### src/rtl/seq_control_unit.sv
// Sequencer for a small CPU: FETCH/DECODE/EXEC/MEM/HALT control FSM with a
// call/return stack. Handshake: an opcode transfers on a cycle where instr_valid && instr_ready.
module seq_control_unit #(
   parameter  int OPW    = 6,
   parameter  int FLAGW  = 4,
   parameter  int AW     = 10,
   parameter  int SDEPTH = 4,
   localparam int SPW    = $clog2(SDEPTH + 1)
) (
   input  logic             clk,
   input  logic             rst,
   input  logic             instr_valid,
   output logic             instr_ready,
   input  logic [OPW-1:0]   opcode,
   input  logic [FLAGW-1:0] flags,
   input  logic [AW-1:0]    pc_in,
   input  logic             mem_ack,
   output logic             immediate,
   output logic             alu_op,
   output logic             bra,
   output logic             ret_sel,
   output logic             RD,
   output logic             WR,
   output logic             halted,
   output logic             err,
   output logic [AW-1:0]    ret_addr,
   output logic [SPW-1:0]   sp,
   output logic [2:0]       dbg_state
);

   typedef enum logic [2:0] {
      S_FETCH  = 3'd0,
      S_DECODE = 3'd1,
      S_EXEC   = 3'd2,
      S_MEM    = 3'd3,
      S_HALT   = 3'd4
   } state_t;

   state_t           state_q, state_d;
   logic [OPW-1:0]   op_q, op_d;
   logic [SPW-1:0]   sp_q, sp_d;
   logic             err_q, err_d;
   logic             push;
   logic [AW-1:0]    stack_q [SDEPTH];

   // Opcode classification of the latched opcode; bits above 5 must be zero.
   logic [5:0] op6;
   logic       hi_zero;
   logic       is_nop, is_alu_reg, is_alu_imm, is_load, is_store;
   logic       is_bra, is_brz, is_brn, is_brc, is_bro, is_jmp, is_ret, is_hlt;
   logic       is_illegal;

   assign op6        = op_q[5:0];
   assign hi_zero    = ((op_q >> 6) == '0);
   assign is_nop     = hi_zero && (op6 == 6'h00);
   assign is_alu_reg = hi_zero && (op6[5:4] == 2'b00) && (op6 != 6'h00);
   assign is_alu_imm = hi_zero && (op6[5:4] == 2'b01);
   assign is_load    = hi_zero && (op6 == 6'h20);
   assign is_store   = hi_zero && (op6 == 6'h21);
   assign is_bra     = hi_zero && (op6 == 6'h30);
   assign is_brz     = hi_zero && (op6 == 6'h31);
   assign is_brn     = hi_zero && (op6 == 6'h32);
   assign is_brc     = hi_zero && (op6 == 6'h33);
   assign is_bro     = hi_zero && (op6 == 6'h34);
   assign is_jmp     = hi_zero && (op6 == 6'h35);
   assign is_ret     = hi_zero && (op6 == 6'h36);
   assign is_hlt     = hi_zero && (op6 == 6'h3F);
   assign is_illegal = !(is_nop || is_alu_reg || is_alu_imm || is_load || is_store ||
                         is_bra || is_brz || is_brn || is_brc || is_bro ||
                         is_jmp || is_ret || is_hlt);

   always_ff @(posedge clk or posedge rst) begin
      if (rst) begin
         state_q <= S_FETCH;
         op_q    <= '0;
         sp_q    <= '0;
         err_q   <= 1'b0;
      end else begin
         state_q <= state_d;
         op_q    <= op_d;
         sp_q    <= sp_d;
         err_q   <= err_d;
      end
   end

   // Stack storage is deliberately left out of reset; sp alone defines validity.
   always_ff @(posedge clk) begin
      for (int i = 0; i < SDEPTH; i++) begin
         if (push && (sp_q == SPW'(i))) stack_q[i] <= pc_in;
      end
   end

   always_comb begin
      ret_addr = '0;
      for (int i = 0; i < SDEPTH; i++) begin
         if (sp_q == SPW'(i + 1)) ret_addr = stack_q[i];
      end
   end

   always_comb begin
      state_d     = state_q;
      op_d        = op_q;
      sp_d        = sp_q;
      err_d       = err_q;
      push        = 1'b0;
      instr_ready = 1'b0;
      immediate   = 1'b0;
      alu_op      = 1'b0;
      bra         = 1'b0;
      ret_sel     = 1'b0;
      RD          = 1'b0;
      WR          = 1'b0;
      halted      = 1'b0;
      unique case (state_q)
         S_FETCH: begin
            instr_ready = 1'b1;
            if (instr_valid) begin
               op_d    = opcode;
               state_d = S_DECODE;
            end
         end
         S_DECODE: begin
            immediate = is_alu_imm;
            state_d   = S_EXEC;
         end
         S_EXEC: begin
            immediate = is_alu_imm;
            alu_op    = is_alu_reg || is_alu_imm;
            state_d   = S_FETCH;
            if (is_load || is_store) state_d = S_MEM;
            if (is_hlt)              state_d = S_HALT;
            if (is_bra || (is_brz && flags[3]) || (is_brn && flags[2]) ||
                (is_brc && flags[1]) || (is_bro && flags[0])) bra = 1'b1;
            // Overflowing call or empty return is dropped and flagged.
            if (is_jmp) begin
               if (sp_q != SPW'(SDEPTH)) begin
                  push = 1'b1;
                  sp_d = sp_q + SPW'(1);
                  bra  = 1'b1;
               end else begin
                  err_d = 1'b1;
               end
            end
            if (is_ret) begin
               if (sp_q != '0) begin
                  sp_d    = sp_q - SPW'(1);
                  bra     = 1'b1;
                  ret_sel = 1'b1;
               end else begin
                  err_d = 1'b1;
               end
            end
            if (is_illegal) err_d = 1'b1;
         end
         S_MEM: begin
            RD = is_load;
            WR = is_store;
            if (mem_ack) state_d = S_FETCH;
         end
         S_HALT: begin
            halted = 1'b1;
         end
         default: state_d = S_FETCH;
      endcase
   end

   assign err       = err_q;
   assign sp        = sp_q;
   assign dbg_state = state_q;

endmodule

### config.mk
export PLATFORM = sky130hd
export DESIGN_NAME = seq_control_unit
export DESIGN_NICKNAME = d
export VERILOG_FILES = /design/src/rtl/seq_control_unit.sv
export SDC_FILE = /design/constraint.sdc
export NUM_CORES = 1
export LEC_CHECK = 0
export ABC_CLOCK_PERIOD_IN_PS = 2500
export CORE_MARGIN = 2
export CORE_UTILIZATION = 52
export CTS_CLUSTER_DIAMETER = 200
export DETAILED_ROUTE_END_ITERATION = 16
export PLACE_DENSITY = 0.82
export SYNTH_ARGS = -nofsm -noshare
export SYNTH_HDL_FRONTEND = slang
export SYNTH_SLANG_ARGS = --single-unit
### constraint.sdc
create_clock -name clk -period 2.5 [get_ports clk]
set_input_delay 0.25 -clock clk [delete_from_list [all_inputs] [get_ports clk]]
set_output_delay 0.25 -clock clk [all_outputs]
set_load 0.005 [all_outputs]
After elaboration in Yosys (flattened, before gate mapping)

Memories as Yosys holds them, arrays and structs flattened.
Index checks and enable logic that the tools add are counted.
Widths: inputs -> output; s select.

Add/subtract/negate cells: 2
Eq/ne operators: 22
Muxes and demuxes: 53
Bitwise gates (word level): 1
Reductions and logical operators: 39

Operators by type and width:

| operator            | number |
|---|---|
| $mux 10             | 7 |
| $eq 6x6->1 const B  | 10 |
| $mux 1              | 34 |
| $reduce_or 10->1    | 3 |
| $mux 3              | 7 |
| $logic_or 1x1->1    | 18 |
| $pmux 3 s5          | 1 |
| $eq 3x2->1 const B  | 4 |
| $logic_and 1x1->1   | 9 |
| $mux 2              | 4 |
| $eq 3x1->1 const B  | 2 |
| $eq 3x3->1 const B  | 2 |
| $logic_not 3->1     | 2 |
| $logic_not 6->1     | 1 |
| $reduce_bool 6->1   | 1 |
| $ne 2x2->1 const B  | 2 |
| $add 3x1->3 const B | 1 |
| $ne 3x3->1 const B  | 1 |
| $reduce_and 3->1    | 1 |
| $reduce_bool 3->1   | 1 |
| $sub 3x1->3 const B | 1 |
| $eq 2x1->1 const B  | 1 |
| $logic_not 2->1     | 1 |
| $reduce_and 2->1    | 1 |
| 2 further kinds     | 2 |

Flip-flop bits (word level): 13
Memory bits (writable): 40
Input port bits: 24
Output and inout bits: 25
Logic and storage cells: 122
Memories kept: 1

Memory list:

| name    | depth | width | rd ports | clocked after Yosys merged registers in | wr ports | RTL line | text |
|---|---|---|---|---|---|---|---|
| stack_q | 4     | 10    | 4        | 0                                       | 1        | 44       | `logic [AW-1:0] stack_q [SDEPTH];` |

Logic depth before layout (Yosys ltp)

Gate-level depths: netlist of run 1.

Word-level depth: 15
Mapped depth: 7

Worst setup path before layout of run 1

OpenSTA, ideal clock, no wires.

Path type: reg-to-reg
From: reg sp_q[2] (netlist: sp[2])
To: mem stack_q[3][0] (enable)
Library setup time: 0.343 ns
Data arrival time: 1.646 ns
Required time: 2.157 ns
Setup slack: 0.511 ns
Cell stages (with the launch flop): 6
Path buffers: 2
Cells stage by stage: dfrtp_1 > inv_1 > clkbuf_1 > ha_1 > clkbuf_1 > and3_1

Word-level cells in the longest chain between the ends: 11

Ends and longest elaborated chain:

| element                                                         | RTL line | text |
|---|---|---|
| start, declared                                                 | 41       | `logic [SPW-1:0] sp_q, sp_d;` |
| start signal, assigned                                          | 81       | `sp_q <= sp_d;` |
| $ne 3x3->1                                                      | 136      | `if (sp_q != SPW'(SDEPTH)) begin` |
| $mux 1                                                          | 136      |  |
| $mux 1                                                          | 135      | `if (is_jmp) begin` |
| $mux 1                                                          | 114      | `unique case (state_q)` |
| $logic_and 1x1->1                                               | 89       | `if (push && (sp_q == SPW'(i))) stack_q[i] <= pc_in;` |
| $mux 1                                                          | 89       |  |
| $mux 1 (implied by the code)                                    | 89       |  |
| $reduce_or 10->1 (no source line)                               | n/a      |  |
| $mux 2 (no source line) or $mux 1 (tied branches) (3 in series) | n/a      |  |
| end, declared                                                   | 44       |  |

Several ways; a longest one is shown, not always the timed one.

Final worst setup path of run 1

From: reg op_q[3] (netlist: op6[3])
To: out RD

Word-level cells in the longest chain between the ends: 2

Ends and longest elaborated chain:

| element                | RTL line | text |
|---|---|---|
| start, declared        | 40       | `logic [OPW-1:0] op_q, op_d;` |
| start signal, assigned | 80       | `op_q <= op_d;` |
| $eq 6x6->1             | 58       | `assign is_load = hi_zero && (op6 == 6'h20);` |
| $mux 1                 | 114      |  |
| end, declared          | 22       | `output logic RD,` |

Every way passes these cells.

==> results.yml, run 1 <==
run_status:
  status: "complete, no violations"
global_routing:
  grtUsageMet1_pct: 27.4
  antenna_found_initial: 0
  grt.overflow.total: 0
  grt_max_degree: 20
  met3_usage_pct: 5.56
  grt_pass1_vias: 1786
  globalRouteMet2Util_pct: 34.0
  grt_pass1_wl_um: 8560
  track_usage_pct: 21.2
  grt-busiest-layer: "met2"
setup_path:
  slowest_stage: "or4_4"
  crit_type: "reg2out"
  endpoint_kind: "primary output"
  worst-path-buf-inv: 1
  cp_top_family: "simple AND/OR/NAND/NOR gates"
  crit_path_cell_trace: "or4_4, nor2_4, and4bb_1, clkdlybuf4s50_1"
  cp_max_fo: 6
  cp.arrival_ns: 2.14
  crit_path_max_incr_delay_ns: 0.53
  cp_data_required_time_ns: 2.25
  start_kind: "register"
floorplan:
  coreArea_sq_um: 4750
  start_util_pct: 54.3
  io_pins: 49
  die_area_sq_um: 5540
  die_height_um: 74.5
  placementRows: 25
  die_x_um: 74.5
sta:
  setup_slack_ns: 0.112
  fin_crit_ns: 2.39
  slew_headroom_pct: 63.0
  fin_crit_sh_pct: 95.5
  worstMarginPinSlew_ns: 0.556
  hold_viol: 0
  fin_skew_ns: 0.00687
  drv_slew: 0
  finalSetupViolCount: 0
  clock.fmax_mhz: 419
synthesis:
  netlist_instances: 211
  yosysMostFrequentCell: "edfxtp_1"
  synth_area_sq_um: 2580
  ys_warn_count: 0
  yosys-top-cells-area: "edfxtp_1 47%, dfrtp_1 13%, a221o_1 3.9%, and3b_1 3.4%, ha_1 2.9%"
  synth_ff_type: "edfxtp_1"
  synth_top_area_cell: "edfxtp_1"
  synth_nets: 241
  yosys_register_bits: 53
  synth_cell_types: 45
  synth_edf_count: 40
  synth-async-reset-ratio_pct: 24.5
  synthTopCellsByCount: "40 x edfxtp_1, 18 x nor2_1, 14 x nand2_1"
  ys_seq_area_share_pct: 59.1
  synth.avg_cell_area_sq_um: 12.2
  synth_top_area_share_pct: 46.5
detailed_routing:
  wl_per_cell_um: 16.1
  drt_iter0_markers: 130
  num_vias: 1848
  drc: 0
  drt-pass1-iter-count: 4
  antenna_left: 0
  wirelength_um: 5430
  routed_via_density: 5.48
power_and_ir_drop:
  p_int_uw: 2130
  switchingPower_uw: 1050
  p_total_uw: 3180
  share_clk_of_total_power_pct: 17.9
  powerDensity_nw_per_um2: 937
  p_comb_share_pct: 45.7
  seq_power_share_pct: 36.4
  swShare_pct: 33.0
  leakage_uw: 0.00132
  ir_drop_mv: 0.494
clock_network:
  cts.path.max_buffers: 2
  clkSinkCount: 53
  cts_tree: "built"
  clock_latency_ns: 0.31
  numCtsBuffers: 5
  h-tree-depth: 2
  cts-root-buf: "clkbuf_8"
  clkTransAtPathRegs_ns: 0.09
placed_design:
  place_hpwl_um: 3560
  port_buffers: 48
  gp_congestion: 0.783
  place_ws_ns: 0.0713
  place_area_sq_um: 3220
worst_hold_path:
  hold_class: "in2async"
job:
  maxCapViolCount: 0
finish:
  area_delta_synth_final_pct: 31.7
  design_area_sq_um: 3400
  diodes: 0
  finalNetCount: 300
  fillers: 334
  drive_gt1_share_pct: 18.5
-- logic make-up (layout without fill, tap and decap cells) --
logic type,Yosys count,in the layout,share of synthesized area (%)
compound gates,47,47,12.7
xor+xnor,2,2,0.679
flops,53,53,59.1
buf+inv,21,80,3.73
mux,10,10,4.17
simple gates,72,72,16.7
fa+ha+maj,6,6,2.91
-- layout make-up --
cell class,count,area (sq um),area share (%)
clock inverters,2,38.8,1.14
clock buffers,5,68.8,2.03
repair buffers,66,632,18.6
inverters,7,26.3,0.773
well taps,67,83.8,2.47
multi-input cells,137,1020,30.0
flip-flops and latches,53,1530,45.0
-- stage by stage --
| step | instances | setup TNS (ns) | utilization [%] | hold slack, ns |
|---|---|---|---|---|
| after global routing | 337 | -0.0180 | 71.5 | 0.311 |
| after detailed placement | 328 | 0 | 67.7 | 0.480 |
| after floorplan | 211 | 0 | - | 0.127 |
| after global placement | 328 | 0 | 67.7 | 0.489 |
| final | 337 | 0 | 71.5 | 0.269 |
| after CTS | 335 | 0 | 70.7 | 0.290 |
-- layer usage --
metal	vias to the layer above	share of wire (%)
li1	903	-
met1	889	43
met2	51	50
met3	5	5.5
met4	0	1.3
met5	-	0
-- worst reg2reg max path, delay by kind of cell, from the launching register on --
family	cells	cell delay [ns]
buffers and inverters	1	0.22
DFF	1	0.38
and+or+nand+nor	3	1.12
-- registers in the layout, summed over array words and instances (netlist names) --
name	cells
op6	6
err	1
stack_q	40
sp	3
dbg_state	3
-- power groups by stage --
stage               registers [uW]  clock network [uW]  logic [uW]
finish                        1160                 570        1450
global route                  1180                 611        1600
CTS                           1170                 574        1380
detailed placement            1170                   0        1410
global placement              1170                   0        1380
floorplan                     1150                   0         808
-- what timing repair did --
item / 4_1_cts / 5_1_grt
buffers inserted: 0 / 2
pin swaps: 1 / 1
hold buffers: 0 / 0
resized for setup: 21 / 6
setup endpoints to repair: 11 / 4
-- path summary, 6_finish.rpt --
kind                                      endpoint  slack, ns  cells past startpoint                     start
setup / recovery                                RD       0.11                      4        op6[3]$_DFFE_PP0P_
hold / removal                   sp[2]$_DFFE_PP0P_       0.27                      2                       rst
setup reg to reg           stack_q[2][1]$_DFFE_PP_       0.43                      4  dbg_state[2]$_DFFE_PP0P_
hold reg to reg                    err$_DFFE_PP0P_       0.50                      2           err$_DFFE_PP0P_
max in group asynchronous       op6[2]$_DFFE_PP0P_       1.85                      2                       rst
min in group clk                   err$_DFFE_PP0P_       0.50                      2           err$_DFFE_PP0P_
-- placed cells by master (no fill, tap or decap), types with 6 or more instances in the layout --
cell,netlist,routed
buf_4,2,15
dfrtp_1,13,11
and3b_1,10,10
inv_1,7,7
a21oi_1,11,11
a221o_1,10,10
o21ai_0,12,12
nor2_1,18,16
dlygate4sd2_1,0,10
clkdlybuf4s50_1,0,38
mux2_2,6,6
edfxtp_1,40,40
nand2_1,14,14
No activity file was read; power rests on OpenSTA's default activity.
==> run 2, diff against run 1 <==
--- a/config.mk
+++ b/config.mk
@@ -8,7 +8,6 @@
 export ABC_CLOCK_PERIOD_IN_PS = 2500
 export CORE_MARGIN = 2
 export CORE_UTILIZATION = 52
-export CTS_CLUSTER_DIAMETER = 200
 export DETAILED_ROUTE_END_ITERATION = 16
 export PLACE_DENSITY = 0.82
 export SYNTH_ARGS = -nofsm -noshare
==> results of run 2 <==
Final layout, timing and power as in run 1 (identical DEF).
==> run 3, diff against run 2 <==
--- a/config.mk
+++ b/config.mk
@@ -9,6 +9,7 @@
 export CORE_MARGIN = 2
 export CORE_UTILIZATION = 52
 export DETAILED_ROUTE_END_ITERATION = 16
+export GPL_TIMING_DRIVEN = 0
 export PLACE_DENSITY = 0.82
 export SYNTH_ARGS = -nofsm -noshare
 export SYNTH_HDL_FRONTEND = slang
==> run 3 against run 2 <==
Count of clock-buffer cells in the layout stayed put; final cell count is 0.89% higher; clock power is 10% lower; critical path depth stayed put; power is 1.4% lower; sequential power hardly changed; wire length is 4.9% higher; clock skew is 0.0015 ns higher; global-route usage is 0.72 points higher; worst hold slack worse by 0.0033 ns; utilization is 0.053 points higher; critical endpoint unchanged.
==> results.yml, run 3 (synthesis results as in run 1) <==
placed_design:
  port_buffers: 48
  place_hpwl_um: 3790
  place_area_sq_um: 3150
  gp_congestion: 0.837
power_and_ir_drop:
  powerDensity_nw_per_um2: 923
  p_total_uw: 3140
  ir_drop_mv: 0.513
  leakage_uw: 0.00135
finish:
  drive_gt1_share_pct: 19.4
  largest_register_ffs: 40
  area_delta_synth_final_pct: 31.7
  final_cell_mix: "40 x edfxtp_1, 37 x clkdlybuf4s50_1, 17 x nor2_1, 14 x nand2_1, 12 x o21ai_0"
  largest_register: "stack_q"
  design_area_sq_um: 3400
  finalNetCount: 302
  final_common_cell: "edfxtp_1"
  diodes: 0
floorplan:
  die_height_um: 74.5
  io_pins: 49
  coreArea_sq_um: 4750
  start_util_pct: 54.3
  placementRows: 25
  die_area_sq_um: 5540
  die_x_um: 74.5
detailed_routing:
  drt_iter0_markers: 122
  drc: 0
  drt-pass1-iter-count: 4
  num_vias: 1917
  antenna_left: 0
  wirelength_um: 5700
  routed_via_density: 5.64
  wl_per_cell_um: 16.8
setup_path:
  endpoint_kind: "primary output"
  cp_data_required_time_ns: 2.25
  crit_type: "reg2out"
  start_kind: "register"
  cp_max_fo: 7
  cp.arrival_ns: 2.18
sta:
  drv_slew: 0
  clock.fmax_mhz: 412
  hold_viol: 0
  tns_ns: 0
  slew_headroom_pct: 61.5
  finalSetupViolCount: 0
  fin_crit_ns: 2.43
  worstMarginPinSlew_ns: 0.578
  fin_crit_sh_pct: 97.2
  fin_skew_ns: 0.00835
global_routing:
  grt.overflow.total: 0
  grt_pass1_wl_um: 8920
  track_usage_pct: 21.9
  grt_pass1_vias: 1853
  grt_max_degree: 20
  antenna_found_initial: 0
worst_hold_path:
  hold_class: "in2async"
clock_network:
  h-tree-depth: 2
  numCtsBuffers: 5
  cts_tree: "built"
  cts.path.max_buffers: 2
  clkTransAtPathRegs_ns: 0.10
  cts-root-buf: "clkbuf_8"
  clock_latency_ns: 0.31
  clkSinkCount: 53
job:
  maxCapViolCount: 0
run_status:
  status: "complete, no violations"
run 3: power by group:
part	total (uW)	internal (uW)	switching (uW)
Combinational	1440	780	664
Clock	513	210	303
Sequential	1180	1040	139
Total	3140	2030	1110
run 3: worst paths after layout:
kind	start	to	slack [ns]	cells after the start
worst max register to register	dbg_state[2]$_DFFE_PP0P_	stack_q[2][7]$_DFFE_PP_	0.30	6
min in group clk	opcode[3]	op6[3]$_DFFE_PP0P_	0.55	2
worst min register to register	err$_DFFE_PP0P_	err$_DFFE_PP0P_	0.55	2
worst min-delay path	rst	dbg_state[1]$_DFFE_PP0P_	0.27	2
max in group asynchronous	rst	sp[2]$_DFFE_PP0P_	1.86	2
worst max-delay path	op6[4]$_DFFE_PP0P_	RD	0.07	4
run 3: worst max-delay path: stages, from the launching register on:
cell and delay (ns):
dfrtp_1 0.47, or4_4 0.59, nor2_4 0.13, and4bb_1 0.19
clkdlybuf4s50_1 0.49
run 3: what timing repair did:
| item | 4_1_cts | 5_1_grt |
|---|---|---|
| pin swaps | 1 | 3 |
| buffers inserted | 5 | 2 |
| hold buffers | 0 | 0 |
| setup endpoints to repair | 32 | 4 |
| gates resized for setup | 42 | 5 |
run 3: final cells by class:
type | count | area (sq um)
inverter | 7 | 26.3
timing repair buffer | 55 | 523
multi-input combinational | 137 | 1010
tap | 67 | 83.8
clock buffer | 5 | 68.8
buffer | 13 | 133
clock inverter | 3 | 28.8
sequential | 53 | 1530
fill | 360 | 1350
run 3: metal layers:
layer  global-route usage, %  part of all wire, %  vias up
met2                    37.0                   51       65
met4                    5.95                  1.4        0
met1                    28.9                   41      933
li1                        -                    -      913
met3                    4.88                  6.0        6
met5                       0                    0        -
run 3: metrics by stage:
| stage | setup WS [ns] | utilization, % | hold slack (ns) | std cells |
|---|---|---|---|---|
| 3_5_place_dp | -0.471 | 66.2 | 0.499 | 326 |
| 2_1_floorplan | 0.511 | - | 0.127 | 211 |
| 4_1_cts | 0.0199 | 70.9 | 0.276 | 339 |
| 6_report | 0.0712 | 71.5 | 0.266 | 340 |
| 3_3_place_gp | -0.419 | 66.2 | 0.487 | 326 |
| 5_1_grt | -0.0196 | 71.5 | 0.332 | 340 |
